===== src/rtl/dice_roll_sequencer.sv =====
// dice_roll_sequencer: one LFSR-animated dice roll per button press, with lockout.
// Optional roll counter is built when DICE_ROLL_COUNT_EN is defined.
module dice_roll_sequencer #(
  parameter int ROLL_CYCLES = 16,
  parameter int ANIM_DIV    = 4,
  parameter int HOLD_CYCLES = 32
) (
  input  logic       clk,
  input  logic       rst_n,
  input  logic       btn,
  input  logic [2:0] lfsr_val,
  output logic       lfsr_en,
  output logic [2:0] disp_val,
  output logic       rolling,
  output logic       result_valid,
  output logic [7:0] roll_count
);
  localparam int RW = ROLL_CYCLES > 1 ? $clog2(ROLL_CYCLES) : 1;
  localparam int AW = ANIM_DIV > 1 ? $clog2(ANIM_DIV) : 1;
  localparam int HW = HOLD_CYCLES > 1 ? $clog2(HOLD_CYCLES) : 1;
  localparam logic [RW-1:0] RLAST = RW'(ROLL_CYCLES - 1);
  localparam logic [AW-1:0] ALAST = AW'(ANIM_DIV - 1);
  localparam logic [HW-1:0] HLAST = HW'(HOLD_CYCLES - 1);
  typedef enum logic [1:0] {IDLE, ROLL, HOLD} state_e;
  state_e        state_q;
  logic          btn_q;
  logic          armed_q;
  logic [RW-1:0] rcnt_q;
  logic [AW-1:0] acnt_q;
  logic [HW-1:0] hcnt_q;
  logic [2:0]    disp_q;
  logic          valid_q;
  logic          press;
  logic          face_ok;
  logic          fin;
  // armed_q masks the first sample after reset so a button already held is not seen as an edge
  assign press   = btn & ~btn_q & armed_q;
  assign face_ok = lfsr_val != 3'd0 && lfsr_val != 3'd7;
  assign fin     = state_q == ROLL && rcnt_q >= RLAST && face_ok;
  assign lfsr_en      = state_q == ROLL;
  assign rolling      = state_q == ROLL;
  assign disp_val     = disp_q;
  assign result_valid = valid_q;
  // roll sequencing FSM: press edge -> animated roll -> latch face -> lockout
  always_ff @(posedge clk or negedge rst_n) begin
    if (!rst_n) begin
      state_q <= IDLE;
      btn_q   <= 1'b0;
      armed_q <= 1'b0;
      rcnt_q  <= '0;
      acnt_q  <= '0;
      hcnt_q  <= '0;
      disp_q  <= 3'd0;
      valid_q <= 1'b0;
    end else begin
      btn_q   <= btn;
      armed_q <= 1'b1;
      valid_q <= 1'b0;
      case (state_q)
        IDLE: if (press) begin
          state_q <= ROLL;
          rcnt_q  <= '0;
          acnt_q  <= '0;
        end
        ROLL: begin
          rcnt_q <= rcnt_q >= RLAST ? rcnt_q : rcnt_q + 1'b1;
          acnt_q <= acnt_q == ALAST ? '0 : acnt_q + 1'b1;
          if (acnt_q == ALAST && face_ok) disp_q <= lfsr_val;
          if (fin) begin
            disp_q  <= lfsr_val;
            valid_q <= 1'b1;
            state_q <= HOLD;
            hcnt_q  <= '0;
          end
        end
        HOLD: if (hcnt_q == HLAST) state_q <= IDLE;
              else hcnt_q <= hcnt_q + 1'b1;
        default: state_q <= IDLE;
      endcase
    end
  end
`ifdef DICE_ROLL_COUNT_EN
  logic [7:0] cnt_q;
  logic [7:0] cnt_d;
  assign cnt_d      = cnt_q + 8'(cnt_q != 8'hff);
  assign roll_count = cnt_q;
  // completed-roll counter, saturating at 255
  always_ff @(posedge clk or negedge rst_n) begin
    if (!rst_n) cnt_q <= 8'd0;
    else if (fin) cnt_q <= cnt_d;
  end
`else
  assign roll_count = 8'd0;
`endif
endmodule


===== config.mk =====
export PLATFORM = sky130hd
export DESIGN_NAME = dice_roll_sequencer
export DESIGN_NICKNAME = d
export VERILOG_FILES = /design/src/rtl/dice_roll_sequencer.sv
export SDC_FILE = /design/constraint.sdc
export NUM_CORES = 1
export LEC_CHECK = 0
export ABC_AREA = 1
export BUFFER_PORTS_ARGS = -buffer_cell sky130_fd_sc_hd__buf_4
export CAP_MARGIN = 20
export CORE_MARGIN = 3
export CORE_UTILIZATION = 45
export DETAILED_ROUTE_END_ITERATION = 10
export GPL_TIMING_DRIVEN = 0
export PLACE_DENSITY = 0.7
export RECOVER_POWER = 50
export SYNTH_ARGS = -nofsm -noshare
export SYNTH_HDL_FRONTEND = slang
export SYNTH_SLANG_ARGS = --single-unit

===== constraint.sdc =====
create_clock -name clk -period 2.95 [get_ports clk]
set_input_delay 0.295 -clock clk [delete_from_list [all_inputs] [get_ports clk]]
set_output_delay 0.295 -clock clk [all_outputs]
set_load 0.02 [all_outputs]

==> impl_metrics.yaml <==
placed_design:
  place_inst: 158
  hpwl_um: 1240
  gp_congestion: 0.727
  port-buffer-count: 11
sta:
  fin_crit_sh_pct: 52.3
  rsz0062_at_grt: "false"
  hold_viol: 0
  worstMarginPinSlew_ns: 1.02
  slew_headroom_pct: 32.0
  fmax_mhz: 648
  drv_slew: 0
  fin_skew_ns: 0.00643
  min_period_ns: 1.54
  fin_setup_tns_ns: 0
  final-setup-viol-count: 0
clocking:
  postCtsSetupBuffers: 0
  clock-sinks: 19
  cts_root_buf: "clkbuf_4"
  cts_tree: "done"
  h-tree-depth: 1
  cts_made_buffers: 3
  clock_path_buffers: 2
  clkTransAtPathRegs_ns: 0.11
  insertion_delay_ns: 0.29
  post_cts_resize_count: 0
worst_setup_path:
  cpPeakStageDelay_ns: 0.42
  reg2reg_depth: 8
  crit_chain: "ha_1, nand2_1, nor2_1, ha_1, nor2_4, inv_2, or2_0, nand2_1"
  timing.rr.end: "hcnt_q[0]"
  crit_slowest_cell: "dfrtp_1"
  cp.depth: 8
  r2r_setup_slack_ns: 1.41
  critPathLaunchType: "register"
  crit_path_start: "hcnt_q[0]"
  critPathBufInv: 1
  worstPathArrival_ns: 1.78
  critPathRequiredTime_ns: 3.19
  crit_path_end_kind: "register"
  cpLargestDelayFamily: "simple AND/OR/NAND/NOR gates"
  critPathMaxFanout: 7
  r2r_start: "hcnt_q[0]"
  worstSetupEndpoint: "hcnt_q[0]"
  critPathKind: "reg2reg"
global_route:
  gr-total-overflow: 0
  grt_pass1_vias: 722
  grt_use_total_pct: 13.6
  antenna_found_initial: 0
  grt_first_pass_wirelength_um: 2770
  grt_max_degree: 20
logic_synthesis:
  syn_area_per_cell_um2: 8.63
  synth_area_um2: 975
  synth_top_area_share_pct: 48.8
  yosys-top-cells-area: "dfrtp_1 (49%), nand2_1 (14%), buf_4 (6.9%), ha_1 (5.1%), nand3_1 (4.6%)"
  yosys.area.top_type: "dfrtp_1"
  yosys_register_bits: 19
  ys_warn_count: 0
  synthCells: 113
  yosysSeqAreaShare_pct: 48.8
  yosysUniqueCellTypes: 20
pwr:
  ir_drop_uv: 544
  powerDensity_nw_per_um2: 859
  p_leak_nw: 0.622
layout:
  antenna_cells: 0
  area_growth_syn_to_layout_pct: 17.6
  seq_area_um2: 475
  drive_gt1_share_pct: 21.3
  final_util_pct: 57.3
  layout.nets: 147
  fillCellCount: 207
  final_cells: 163
  multi_input_area_um2: 424
run_status:
  status: "completed"
drt:
  ant_nets: 0
  vias: 735
  dr.pass1.iters: 4
  via_per_inst: 4.51
  drt-initial-drc-count: 6
  avgRoutedWirePerCell_um: 9.57
  route.detailed.drc: 0
  routed_wl_um: 1560
floorplan:
  rows: 16
  fp.coreArea_um2: 2000
  fp.dieH_um: 52.5
  die_w_um: 52.5
  die-area_um2: 2760
  num_io_pins: 20
  initial_utilization_pct: 48.7
job:
  cap_violations: 0
min_path:
  min_path_cells: 1
  min_path_type: "in2reg"
[cells by family (layout without fill, tap and decap cells)]
logic type,after synthesis,after routing,share of synthesized area [%]
xor gates and xnor gates,3,3,2.70
adders and majority gates,4,4,5.13
buffers and inverters,18,34,10.4
AOI/OAI and AO/OA,5,5,2.82
DFF,19,19,48.8
and+or+nand+nor,62,62,29.4
other,2,9,0.771
[state kept, by name (all words and copies together) (netlist names)]
signal / count
acnt_q: 2
armed_q: 1
btn_q: 1
disp_val: 3
hcnt_q: 5
rcnt_q: 4
result_valid: 1
state_q: 2
[cell usage after synthesis]
| master | count |
|---|---|
| buf_4 | 9 |
| xnor2_1 | 1 |
| inv_1 | 7 |
| or2_0 | 1 |
| nand2_2 | 2 |
| inv_2 | 2 |
| dfrtp_1 | 19 |
| nor2_4 | 2 |
| nand2_1 | 36 |
| nand4_1 | 3 |
| nand3_1 | 9 |
| o21bai_1 | 1 |
| nand3_2 | 1 |
| nor3b_1 | 1 |
| nor2_1 | 6 |
| nor2_2 | 1 |
| xor2_1 | 2 |
| o21ai_0 | 4 |
| ha_1 | 4 |
| conb_1 | 2 |
[per-stage QoR]
step / instance area (um2) / total power [W] / setup WS, ns / hold WS [ns]
2_1_floorplan: 1000 / 0.000741 / 1.55 / -0.000591
3_3_place_gp: 1120 / 0.000845 / 1.46 / 0.182
3_5_place_dp: 1120 / 0.000871 / 1.42 / 0.185
4_1_cts: 1150 / 0.00100 / 1.39 / 0.103
5_1_grt: 1150 / 0.00108 / 1.28 / 0.119
6_report: 1150 / 0.000985 / 1.41 / 0.141
[worst min path at each step]
stage	slack (ns)	to	start
final	0.14	btn_q	btn
after CTS	0.10	btn_q	btn
after global placement	0.18	rcnt_q[0]	rst_n
after global routing	0.12	btn_q	btn
after floorplan	-0.0006	acnt_q[0]	rst_n
after detailed placement	0.18	rcnt_q[0]	rst_n
[cells in the final DEF (no fill, tap or decap), drive strengths merged]
| cell type | count |
|---|---|
| xor2 | 2 |
| nand4 | 3 |
| xnor2 | 1 |
| nor2 | 9 |
| buf | 17 |
| dlygate4sd3 | 1 |
| conb | 9 |
| nor3b | 1 |
| o21bai | 1 |
| o21ai | 4 |
| ha | 4 |
| nand2 | 38 |
| dfrtp | 19 |
| clkbuf | 7 |
| nand3 | 10 |
| or2 | 1 |
| inv | 9 |
[layer usage]
metal  share of wire [%]  track usage [%]  vias to the layer above  wire length, um
met1                  45             15.1                      330              700
met2                  48             23.3                       15              752
met5                   0                0                        -                0
li1                    -                -                      386                -
met4                 2.0             7.66                        0               31
met3                 4.8             3.42                        4               75
[layout make-up]
cell class / count / area share (%)
Inverter: 9 / 2.95
Clock buffer: 4 / 2.29
Timing Repair Buffer: 12 / 7.42
Sequential cell: 19 / 41.5
Tap cell: 27 / 2.95
Multi-Input combinational cell: 83 / 37.0
Buffer: 9 / 5.90
[report_power, final]
part / leakage [nW] / internal [W] / switching [W]
Clock: 0.0150 / 0.0000525 / 0.0000757
Combinational: 0.376 / 0.000178 / 0.000249
Sequential: 0.231 / 0.000358 / 0.0000703
Total: 0.622 / 0.000589 / 0.000395
[timing repair]
action | in CTS | in global routing
setup endpoints to repair | 0 | 0
endpoints found under the hold margin | 19 | 0
hold buffers | 1 | 0
No activity file was read; power rests on OpenSTA's default activity.
